`config.mk`:
```
export PLATFORM = sky130hd
export DESIGN_NAME = sram_stream_ctrl
export DESIGN_NICKNAME = d
export VERILOG_FILES = /design/src/rtl/sram_stream_pkg.sv /design/src/rtl/sram_stream_fifo.sv /design/src/rtl/sram_stream_ctrl.sv
export SDC_FILE = /design/constraint.sdc
export NUM_CORES = 1
export LEC_CHECK = 0
export ABC_AREA = 1
export CAP_MARGIN = 20
export CORE_MARGIN = 4
export CORE_UTILIZATION = 30
export DETAILED_ROUTE_END_ITERATION = 10
export DONT_BUFFER_PORTS = 1
export GPL_ROUTABILITY_DRIVEN = 0
export SYNTH_ARGS = -nofsm -noshare
export SYNTH_HDL_FRONTEND = slang
export SYNTH_SLANG_ARGS = --single-unit
```
`constraint.sdc`:
```
create_clock -name clk_i -period 2.95 [get_ports clk_i]
set_input_delay 0.59 -clock clk_i [delete_from_list [all_inputs] [get_ports clk_i]]
set_output_delay 0.59 -clock clk_i [all_outputs]
set_load 0.05 [all_outputs]
```
`src/rtl/sram_stream_pkg.sv`:
```
// Shared types and constants for the SRAM streaming controller.
// The read pipeline depth is derived from SRAM_RD_LAT in the controller.
package sram_stream_pkg;

  typedef enum logic {
    SRAM_WRITE = 1'b0,
    SRAM_READ  = 1'b1
  } sram_mode_e;

  typedef enum logic [1:0] {
    ST_IDLE  = 2'd0,
    ST_WRITE = 2'd1,
    ST_READ  = 2'd2,
    ST_DRAIN = 2'd3
  } sram_state_e;

  localparam int unsigned SRAM_RD_LAT = 1;
  localparam int unsigned NUM_LANES   = 4;

endpackage

```
`src/rtl/sram_stream_fifo.sv`:
```
// FWFT FIFO with empty-bypass: a push into an empty FIFO is visible (and poppable) the same cycle.
// Latency 0 when empty, otherwise 1 entry per pop; push_vld_i must not be raised when full without a pop.
module sram_stream_fifo #(
  parameter int unsigned WIDTH = 32,
  parameter int unsigned DEPTH = 4,
  localparam int unsigned CNT_W = $clog2(DEPTH + 1),
  localparam int unsigned PTR_W = (DEPTH > 1) ? $clog2(DEPTH) : 1
) (
  input  logic             clk_i,
  input  logic             rst_ni,
  input  logic             clear_i,
  input  logic             push_vld_i,
  input  logic [WIDTH-1:0] push_dat_i,
  output logic             pop_vld_o,
  input  logic             pop_rdy_i,
  output logic [WIDTH-1:0] pop_dat_o,
  output logic [CNT_W-1:0] count_o
);

  logic [WIDTH-1:0] mem_q [DEPTH];
  logic [PTR_W-1:0] wr_ptr_q, rd_ptr_q;
  logic [CNT_W-1:0] count_q;
  logic             empty, bypass, do_wr, do_rd;

  function automatic logic [PTR_W-1:0] next_ptr(input logic [PTR_W-1:0] p);
    return (p == PTR_W'(DEPTH - 1)) ? '0 : p + 1'b1;
  endfunction

  assign empty     = (count_q == '0);
  assign pop_vld_o = !empty || push_vld_i;
  assign pop_dat_o = !empty ? mem_q[rd_ptr_q] : (push_vld_i ? push_dat_i : '0);
  assign bypass    = empty && push_vld_i && pop_rdy_i;
  assign do_wr     = push_vld_i && !bypass;
  assign do_rd     = pop_vld_o && pop_rdy_i && !bypass;
  assign count_o   = count_q;

  always_ff @(posedge clk_i or negedge rst_ni) begin
    if (!rst_ni) begin
      wr_ptr_q <= '0;
      rd_ptr_q <= '0;
      count_q  <= '0;
    end else if (clear_i) begin
      wr_ptr_q <= '0;
      rd_ptr_q <= '0;
      count_q  <= '0;
    end else begin
      if (do_wr) wr_ptr_q <= next_ptr(wr_ptr_q);
      if (do_rd) rd_ptr_q <= next_ptr(rd_ptr_q);
      case ({do_wr, do_rd})
        2'b10:   count_q <= count_q + 1'b1;
        2'b01:   count_q <= count_q - 1'b1;
        default: count_q <= count_q;
      endcase
    end
  end

  always_ff @(posedge clk_i) begin
    if (do_wr && !clear_i) mem_q[wr_ptr_q] <= push_dat_i;
  end

endmodule

```
`src/rtl/sram_stream_ctrl.sv`:
```
// Streams words into / out of a byte-lane SRAM; strobes are registered, read data returns 2 cycles after issue.
// Write side is ready every WRITE cycle; reads are throttled so buffered plus in-flight words never exceed FIFO_DEPTH.
module sram_stream_ctrl
  import sram_stream_pkg::*;
#(
  parameter int unsigned ADDR_W     = 12,
  parameter int unsigned DATA_W     = 32,
  parameter int unsigned LANE_W     = 8,
  parameter int unsigned FIFO_DEPTH = 4
) (
  input  logic              clk_i,
  input  logic              rst_ni,
  input  logic              clear_i,
  input  logic              start_i,
  input  logic              mode_i,
  input  logic [ADDR_W-1:0] base_addr_i,
  input  logic [ADDR_W:0]   num_words_i,
  output logic              busy_o,
  output logic              done_o,
  input  logic [DATA_W-1:0] wr_data_i,
  input  logic              wr_valid_i,
  output logic              wr_ready_o,
  output logic [DATA_W-1:0] rd_data_o,
  output logic              rd_valid_o,
  input  logic              rd_ready_i,
  output logic              sram_ceb_o,
  output logic              sram_web_o,
  output logic [ADDR_W-1:0] sram_a_o,
  output logic [DATA_W-1:0] sram_d_o,
  input  logic [LANE_W-1:0] sram_q0_i,
  input  logic [LANE_W-1:0] sram_q1_i,
  input  logic [LANE_W-1:0] sram_q2_i,
  input  logic [LANE_W-1:0] sram_q3_i
);

  localparam int unsigned CNT_W  = $clog2(FIFO_DEPTH + 1);
  localparam int unsigned PIPE_W = SRAM_RD_LAT + 1;

  sram_state_e       state_q, state_d;
  logic [ADDR_W-1:0] addr_q, addr_d;
  logic [ADDR_W:0]   remain_q, remain_d;
  logic              done_q, done_d;
  logic              ceb_q, ceb_d, web_q, web_d;
  logic [ADDR_W-1:0] sram_a_q, sram_a_d;
  logic [DATA_W-1:0] sram_d_q, sram_d_d;
  // bit 0 is set in a read's strobe cycle, the MSB in the cycle its data is on the q lanes
  logic [PIPE_W-1:0] pipe_q, pipe_d;

  logic              wr_hs, issue_rd, pop_hs;
  logic [CNT_W-1:0]  fifo_cnt;
  logic [CNT_W:0]    occupancy;
  logic [DATA_W-1:0] ret_dat;
  logic [LANE_W-1:0] lanes [NUM_LANES];

  // q0 carries the word's top byte, so lanes are reassembled MSB-first to return the stored word
  assign lanes[0] = sram_q0_i;
  assign lanes[1] = sram_q1_i;
  assign lanes[2] = sram_q2_i;
  assign lanes[3] = sram_q3_i;
  for (genvar k = 0; k < NUM_LANES; k++) begin : g_lane
    assign ret_dat[DATA_W-1-k*LANE_W -: LANE_W] = lanes[k];
  end

  always_comb begin
    occupancy = (CNT_W+1)'(fifo_cnt);
    for (int i = 0; i < PIPE_W; i++) occupancy = occupancy + (CNT_W+1)'(pipe_q[i]);
  end

  assign pop_hs   = rd_valid_o && rd_ready_i;
  assign wr_hs    = !clear_i && (state_q == ST_WRITE) && wr_valid_i;
  assign issue_rd = !clear_i && (state_q == ST_READ) && (occupancy < (CNT_W+1)'(FIFO_DEPTH));
  assign pipe_d   = clear_i ? '0 : {pipe_q[PIPE_W-2:0], issue_rd};

  always_comb begin
    state_d  = state_q;
    addr_d   = addr_q;
    remain_d = remain_q;
    done_d   = 1'b0;
    ceb_d    = 1'b1;
    web_d    = 1'b1;
    sram_a_d = sram_a_q;
    sram_d_d = sram_d_q;
    if (clear_i) begin
      state_d = ST_IDLE;
    end else begin
      case (state_q)
        ST_IDLE: begin
          if (start_i) begin
            if (num_words_i == '0) begin
              done_d = 1'b1;
            end else begin
              addr_d   = base_addr_i;
              remain_d = num_words_i;
              state_d  = (sram_mode_e'(mode_i) == SRAM_READ) ? ST_READ : ST_WRITE;
            end
          end
        end
        ST_WRITE: begin
          if (wr_hs) begin
            ceb_d    = 1'b0;
            web_d    = 1'b0;
            sram_a_d = addr_q;
            sram_d_d = wr_data_i;
            addr_d   = addr_q + 1'b1;
            remain_d = remain_q - 1'b1;
            if (remain_q == (ADDR_W+1)'(1)) begin
              state_d = ST_IDLE;
              done_d  = 1'b1;
            end
          end
        end
        ST_READ: begin
          if (issue_rd) begin
            ceb_d    = 1'b0;
            sram_a_d = addr_q;
            addr_d   = addr_q + 1'b1;
            remain_d = remain_q - 1'b1;
            if (remain_q == (ADDR_W+1)'(1)) state_d = ST_DRAIN;
          end
        end
        ST_DRAIN: begin
          if (pop_hs && (occupancy == (CNT_W+1)'(1))) begin
            state_d = ST_IDLE;
            done_d  = 1'b1;
          end
        end
        default: state_d = ST_IDLE;
      endcase
    end
  end

  always_ff @(posedge clk_i or negedge rst_ni) begin
    if (!rst_ni) begin
      state_q  <= ST_IDLE;
      addr_q   <= '0;
      remain_q <= '0;
      done_q   <= 1'b0;
      ceb_q    <= 1'b1;
      web_q    <= 1'b1;
      sram_a_q <= '0;
      sram_d_q <= '0;
      pipe_q   <= '0;
    end else begin
      state_q  <= state_d;
      addr_q   <= addr_d;
      remain_q <= remain_d;
      done_q   <= done_d;
      ceb_q    <= ceb_d;
      web_q    <= web_d;
      sram_a_q <= sram_a_d;
      sram_d_q <= sram_d_d;
      pipe_q   <= pipe_d;
    end
  end

  sram_stream_fifo #(
    .WIDTH (DATA_W),
    .DEPTH (FIFO_DEPTH)
  ) u_fifo (
    .clk_i      (clk_i),
    .rst_ni     (rst_ni),
    .clear_i    (clear_i),
    .push_vld_i (pipe_q[PIPE_W-1]),
    .push_dat_i (ret_dat),
    .pop_vld_o  (rd_valid_o),
    .pop_rdy_i  (rd_ready_i),
    .pop_dat_o  (rd_data_o),
    .count_o    (fifo_cnt)
  );

  assign busy_o     = (state_q != ST_IDLE);
  assign done_o     = done_q;
  assign wr_ready_o = (state_q == ST_WRITE);
  assign sram_ceb_o = ceb_q;
  assign sram_web_o = web_q;
  assign sram_a_o   = sram_a_q;
  assign sram_d_o   = sram_d_q;

endmodule
```
* After elaboration in Yosys (flattened, before gate mapping)
Memories as Yosys holds them, arrays and structs flattened. Cells that the tools add are included.
Operators by class: add/sub/neg operators 8, $lt $le $gt $ge 1, eq/ne operators 20, muxes and demuxes 49, bitwise gates (word level) 1, reductions and logical operators 28
Operators with widths (count):
- two-way mux 12 bit | 6
- two-way mux 32 bit | 2
- two-way mux 13 bit | 4
- one-hot mux 13 bit (3 select lines) | 1
- one-hot mux 12 bit (3 select lines) | 1
- two-way mux 2 bit | 16
- one-hot mux 12 bit (2 select lines) | 1
- == test 13 x 1 -> 1 bit (second input constant) | 1
- zero test 13 bit | 1
- two-way mux 1 bit | 13
- subtractor 13 x 1 -> 13 bit (second input constant) | 1
- adder 12 x 1 -> 12 bit (second input constant) | 1
- inequality test 3 bit (second input constant) | 4
- logical AND 1 bit | 11
- == test 2 bit (second input constant) | 5
- inequality test 3 x 2 -> 1 bit (second input constant) | 3
- one-hot mux 2 bit (4 select lines) | 1
- nonzero test 2 bit | 4
- AND reduction 7 bit | 1
- inequality test 2 bit (second input constant) | 3
- one-hot mux 3 bit (2 select lines) | 1
- AND reduction 6 bit | 1
- nonzero test 3 bit | 2
- adder 2 x 1 -> 2 bit (second input constant) | 2
- 18 further kinds | 21
Word-level totals: flip-flop bits (word level) 83, memory bits (writable) 128, input port bits 96, output and inout port bits 82, word-level logic and storage cells 120, memories kept 1
Memory list:
- u_fifo.mem_q | depth 4, width 32, rd ports 1, clocked after Yosys merged registers in 0, write ports 1, line sram_stream_fifo.sv:20 | logic [WIDTH-1:0] mem_q [DEPTH];

* Logic depth before layout (Yosys ltp)
word-level depth 8, gate-level depth with buffers 12, mapped depth without buffers 12

* Hierarchy
A second synthesis with hierarchy kept.
Second synthesis, totals: cells, all modules 983, area, all modules 10004.6 sq um
By module, submodules not included:
- sram_stream_fifo | times used 1, cells an instance 517, area each 5949.5 sq um, sequential area each 4018.9 sq um
- sram_stream_ctrl | times used 1, cells an instance 466, area each 4055.1 sq um, sequential area each 1904.3 sq um

* Least setup slack after synthesis
OpenSTA, ideal clock, no wires.
path type input to register, start point input port rd_ready_i, end point memory u_fifo.mem_q[2][0] (enable), library setup time 0.421 ns, arrival 2.384 ns, required time 2.529 ns, path slack 0.145 ns, cell stages on the path 5, path buffers 0, cell sequence inv_1 > o21ai_0 > nor2_1 > inv_1 > nor2_1
On the way: cells in the longest elaborated chain, start to end 6
Ends and longest elaborated chain:
- start, declared | line sram_stream_ctrl.sv:25 | input logic rd_ready_i,
- logical AND 1 bit | line sram_stream_fifo.sv:32 | assign bypass = empty && push_vld_i && pop_rdy_i;
- zero test 1 bit | line sram_stream_fifo.sv:33 | assign do_wr = push_vld_i && !bypass;
- logical AND 1 bit | line sram_stream_fifo.sv:33
- logical AND 1 bit | line sram_stream_fifo.sv:58 | if (do_wr && !clear_i) mem_q[wr_ptr_q] <= push_dat_i;
- two-way mux 1 bit | line sram_stream_fifo.sv:58
- two-way mux 1 bit (not written as such) | line sram_stream_fifo.sv:58
- end, declared | line sram_stream_fifo.sv:20
Every way passes these cells.

* Worst setup path in the final report
start point register u_fifo.rd_ptr_q[0], end point output port rd_data_o[2]
On the way: cells in the longest elaborated chain, start to end 2
Ends and longest elaborated chain:
- start, declared | line sram_stream_fifo.sv:21 | logic [PTR_W-1:0] wr_ptr_q, rd_ptr_q;
- start signal, assigned | line sram_stream_fifo.sv:48 | if (do_rd) rd_ptr_q <= next_ptr(rd_ptr_q);
- memory read (4 x 32 bit)
- two-way mux 32 bit | line sram_stream_fifo.sv:31 | assign pop_dat_o = !empty ? mem_q[rd_ptr_q] : (push_vld_i ? push_dat_i : '0);
- end, declared | line sram_stream_ctrl.sv:23 | output logic [DATA_W-1:0] rd_data_o,
Every way passes these cells.

==> out/summary.log <==
INFO  sta            tightest_slew=0.538ns
INFO  clocking       tritoncts=yes
INFO  drt            antenna_left=0
INFO  clocking       clk_latency=0.51ns
INFO  sta            finalHoldWorstSlack=0.139ns
INFO  sta            totalNegativeSetupSlack=0ns
INFO  power          switching_share=44.0%
INFO  die            design.die.area=35200squm
INFO  synth          synth_top_cells_by_area=sky130_fd_sc_hd__edfxtp_1 (40%), sky130_fd_sc_hd__dfrtp_1 (21%), sky130_fd_sc_hd__nand2_1 (9.9%)
INFO  grt            initial_antenna_violation_count=0
INFO  drt            detailed_route_wire_length_per_cell=17.1microns
INFO  final_layout   areaGrowthSynthToFinish=20.0%
INFO  worst_hold_path worstHoldPathType=primary input to register
INFO  power          pwr-share-seq=37.2%
INFO  grt            first_global_vias=6739
INFO  drt            highest-signal-layer=met4
INFO  final_layout   fill_cells=3065
INFO  drt            drcViolationCount=0
INFO  sta            setup-violations-final=0
INFO  synth          yosysUniqueCellTypes=34
INFO  die            rows=65
INFO  die            ioPinCount=178
INFO  power          leakage_power_figure=0.00478uW
INFO  place          placed_cells=1327
INFO  sta            setup_repair_after_global_routing_missed_its_margin=no
INFO  power          clockPowerShare=21.6%
INFO  synth          synth_nets=1035
INFO  worst_setup_path end_kind=output port
INFO  synth          synth_top_area_share=39.8%
INFO  power          vdd.ir_drop.worst=612uV
INFO  final_layout   layout.cells.non_filler=1372
INFO  final_layout   seq_area=5920squm
INFO  synth          main_synth_ff_type=sky130_fd_sc_hd__edfxtp_1
INFO  worst_setup_path critPathLaunchType=register
INFO  place          numPortBuffers=0
INFO  grt            global_route_wire_length_before_repair=37.4mm
INFO  clocking       clk_transition_reported_paths=0.06ns
INFO  die            die-height=188microns
INFO  synth          postSynthCellCount=923
INFO  worst_setup_path cp_data_arrival_time=2.16ns
INFO  power          power_report.internal_total=7700uW
INFO  synth          cell_area_after_synthesis=9670squm
INFO  clocking       cts_htree_levels=1
INFO  drt            met1Wirelength=9.97mm
INFO  sta            max-slew-margin-rel=64.2%
INFO  synth          post_synthesis_sequential_area_ratio=61.3%
INFO  synth          syn-mean-instance-area=10.5squm
INFO  die            floorplan.initialDensity=30.6%
INFO  sta            final.min_clock_period=2.75ns
INFO  worst_setup_path crit_fanout=46
INFO  final_layout   combined_area_of_the_multi_input_logic_cells=3310squm
INFO  clocking       number_of_clock_buffers_inserted_by_tritoncts=24
INFO  final_layout   total_inserted_antenna_cells=0
INFO  final_layout   final_net_count=1065
INFO  synth          netlist.top_cell.by_area=sky130_fd_sc_hd__edfxtp_1
INFO  synth          synth-warning-count=0
INFO  sta            final_hold_viol_count=0
INFO  drt            met3_wire_len=2.29mm
INFO  grt            largest_net_degree_at_the_start_of_global_routing=84
INFO  clocking       clock_tree.buffer_depth=3
INFO  worst_setup_path worstSetupPathType=register to output port
INFO  grt            global_route.overflow_total=0
INFO  synth          synth_commonest_cells=sky130_fd_sc_hd__nand2_1 (254), sky130_fd_sc_hd__edfxtp_1 (128), sky130_fd_sc_hd__dfrtp_1 (81), sky130_fd_sc_hd__a21oi_1 (69), sky130_fd_sc_hd__nand3_1 (65)
INFO  sta            clock-skew-final=0.00806ns
INFO  die            core-area=31600squm
INFO  sta            final_max_slew_viol_count=0
INFO  drt            met2_wirelength=10.8mm
INFO  grt            track_usage=12.9%
INFO  synth          yosys.cell_count.top_type=sky130_fd_sc_hd__nand2_1
INFO  worst_setup_path cp.required=2.36ns
INFO  drt            vias_per_cell=4.91
INFO  place          place_hpwl=14.9mm
INFO  flow_run       max_cap_violations=0
INFO  die            die-width=188microns
INFO  sta            clock.fmax=0.364GHz
INFO  synth          synth_seq_cells=211
INFO  drt            drt_iter0_markers=409
INFO  power          power_density=1180nW/um^2
INFO  status         status=finished clean
INFO  drt            detailroute.via_count=6732
INFO  power          share_comb_of_total_power=41.2%
INFO  synth          synth_enable_flop_cells=128
INFO  clocking       cts.root.buffer_cell=sky130_fd_sc_hd__clkbuf_16
INFO  synth          asyncSetResetFlopFracSynth=39.3%
INFO  power          switching_power=6050uW
INFO  clocking       tritoncts_num_sinks=211
INFO  sta            timing.final.crit_share=93.2%
INFO  drt            drt_wl_total=23.4mm
INFO  drt            drtPass1Iterations=5
INFO  final_layout   drive_above_1_share=16.1%
-- state kept, by name (all words and copies together) (netlist names) --
signal           count
u_fifo.count_o       3
remain_q            13
sram_d_o            32
sram_ceb_o           1
state_q              2
u_fifo.rd_ptr_q      2
sram_web_o           1
sram_a_o            12
pipe_q               2
u_fifo.wr_ptr_q      2
done_o               1
addr_q              12
u_fifo.mem_q       128
-- what timing repair did --
| action | in CTS | in global routing |
|---|---|---|
| setup buffers | 0 | 0 |
| hold buffers | 2 | 0 |
| endpoints found under the hold margin | 83 | 0 |
| setup endpoints to repair | 0 | 0 |
| gates resized for setup | 0 | 0 |
-- layout by cell type, fill, tap and decap left out, types with 2 or more instances in the layout --
| master | Yosys | layout |
|---|---|---|
| sky130_fd_sc_hd__a21oi_1 | 69 | 69 |
| sky130_fd_sc_hd__a221o_1 | 32 | 32 |
| sky130_fd_sc_hd__a31oi_1 | 2 | 2 |
| sky130_fd_sc_hd__buf_12 | 0 | 35 |
| sky130_fd_sc_hd__buf_4 | 1 | 14 |
| sky130_fd_sc_hd__bufinv_16 | 0 | 3 |
| sky130_fd_sc_hd__clkbuf_1 | 21 | 5 |
| sky130_fd_sc_hd__clkbuf_16 | 0 | 25 |
| sky130_fd_sc_hd__clkinv_1 | 0 | 4 |
| sky130_fd_sc_hd__clkinv_2 | 0 | 2 |
| sky130_fd_sc_hd__clkinvlp_4 | 0 | 4 |
| sky130_fd_sc_hd__dfrtp_1 | 81 | 80 |
| sky130_fd_sc_hd__dfstp_2 | 2 | 2 |
| sky130_fd_sc_hd__edfxtp_1 | 128 | 128 |
| sky130_fd_sc_hd__fa_1 | 2 | 2 |
| sky130_fd_sc_hd__ha_1 | 14 | 14 |
| sky130_fd_sc_hd__inv_1 | 60 | 58 |
| sky130_fd_sc_hd__inv_2 | 1 | 3 |
| sky130_fd_sc_hd__mux2_2 | 32 | 32 |
| sky130_fd_sc_hd__nand2_1 | 254 | 254 |
| sky130_fd_sc_hd__nand2_2 | 5 | 5 |
| sky130_fd_sc_hd__nand3_1 | 65 | 65 |
| sky130_fd_sc_hd__nand3_2 | 2 | 2 |
| sky130_fd_sc_hd__nand3b_1 | 2 | 2 |
| sky130_fd_sc_hd__nand4_1 | 4 | 4 |
| sky130_fd_sc_hd__nor2_1 | 54 | 50 |
| sky130_fd_sc_hd__nor2_4 | 2 | 6 |
| sky130_fd_sc_hd__o21ai_0 | 26 | 26 |
| sky130_fd_sc_hd__o21ai_1 | 13 | 13 |
| sky130_fd_sc_hd__o21ai_2 | 17 | 17 |
| sky130_fd_sc_hd__or2_2 | 2 | 2 |
| sky130_fd_sc_hd__xor2_1 | 2 | 2 |
-- cell families after synthesis --
group,Yosys count,synth area share (%)
xor+xnor,3,0.272
flops,211,61.3
mux,32,3.73
fa+ha+maj,16,2.23
compound gates,161,10.8
buf+inv,108,4.78
simple gates,392,16.9
-- layout make-up --
type,instances,share of cell area (%)
Clock buffer,30,5.55
Sequential cell,211,51.1
Tap cell,402,4.34
Inverter,61,1.97
Timing Repair Buffer,51,7.27
Clock inverter,13,1.25
Multi-Input combinational cell,604,28.5
-- critical path: stages, from the launching register on --
cell	delay (ns)
sky130_fd_sc_hd__dfrtp_2	0.38
sky130_fd_sc_hd__buf_4	0.44
sky130_fd_sc_hd__a21oi_1	0.15
sky130_fd_sc_hd__a221o_1	0.34
sky130_fd_sc_hd__nand2_1	0.14
sky130_fd_sc_hd__buf_12	0.16
-- worst paths after layout --
path | from | end | slack (ns) | cells past startpoint
hold / removal | clear_i | pipe_q[1] | 0.14 | 1
min in group asynchronous | rst_ni | pipe_q[0] | 0.67 | 2
setup reg to reg | u_fifo.count_o[0] | remain_q[2] | 0.51 | 11
max in group asynchronous | rst_ni | sram_web_o | 1.93 | 2
setup / recovery | u_fifo.rd_ptr_q[0] | rd_data_o[2] | 0.20 | 5
hold reg to reg | pipe_q[0] | pipe_q[1] | 0.52 | 2
-- per-layer routing --
layer | track usage, % | vias up
met2 | 21.0 | 221
met5 | 0 | -
li1 | - | 3231
met3 | 4.80 | 28
met1 | 16.6 | 3252
met4 | 2.94 | 0
-- power by group through the flow --
stage	sequential [uW]	combinational (uW)	clock, uW
floorplan	5030	3690	0
global placement	5170	5600	0
detailed placement	5170	5680	0
finish	5110	5660	2970
CTS	5120	5720	3060
global route	5180	6130	3190
-- per-stage QoR --
stage | total power (uW) | utilization (%) | worst slack [ns] | instance area [sq um]
2_1_floorplan | 8720 | - | 0.145 | 9670
3_3_place_gp | 10800 | 34.1 | 0.588 | 10800
3_5_place_dp | 10800 | 34.1 | 0.533 | 10800
4_1_cts | 13900 | 36.7 | 0.163 | 11600
5_1_grt | 14500 | 36.7 | 0.0594 | 11600
6_report | 13700 | 36.7 | 0.202 | 11600
No activity file was read; power rests on OpenSTA's default activity.
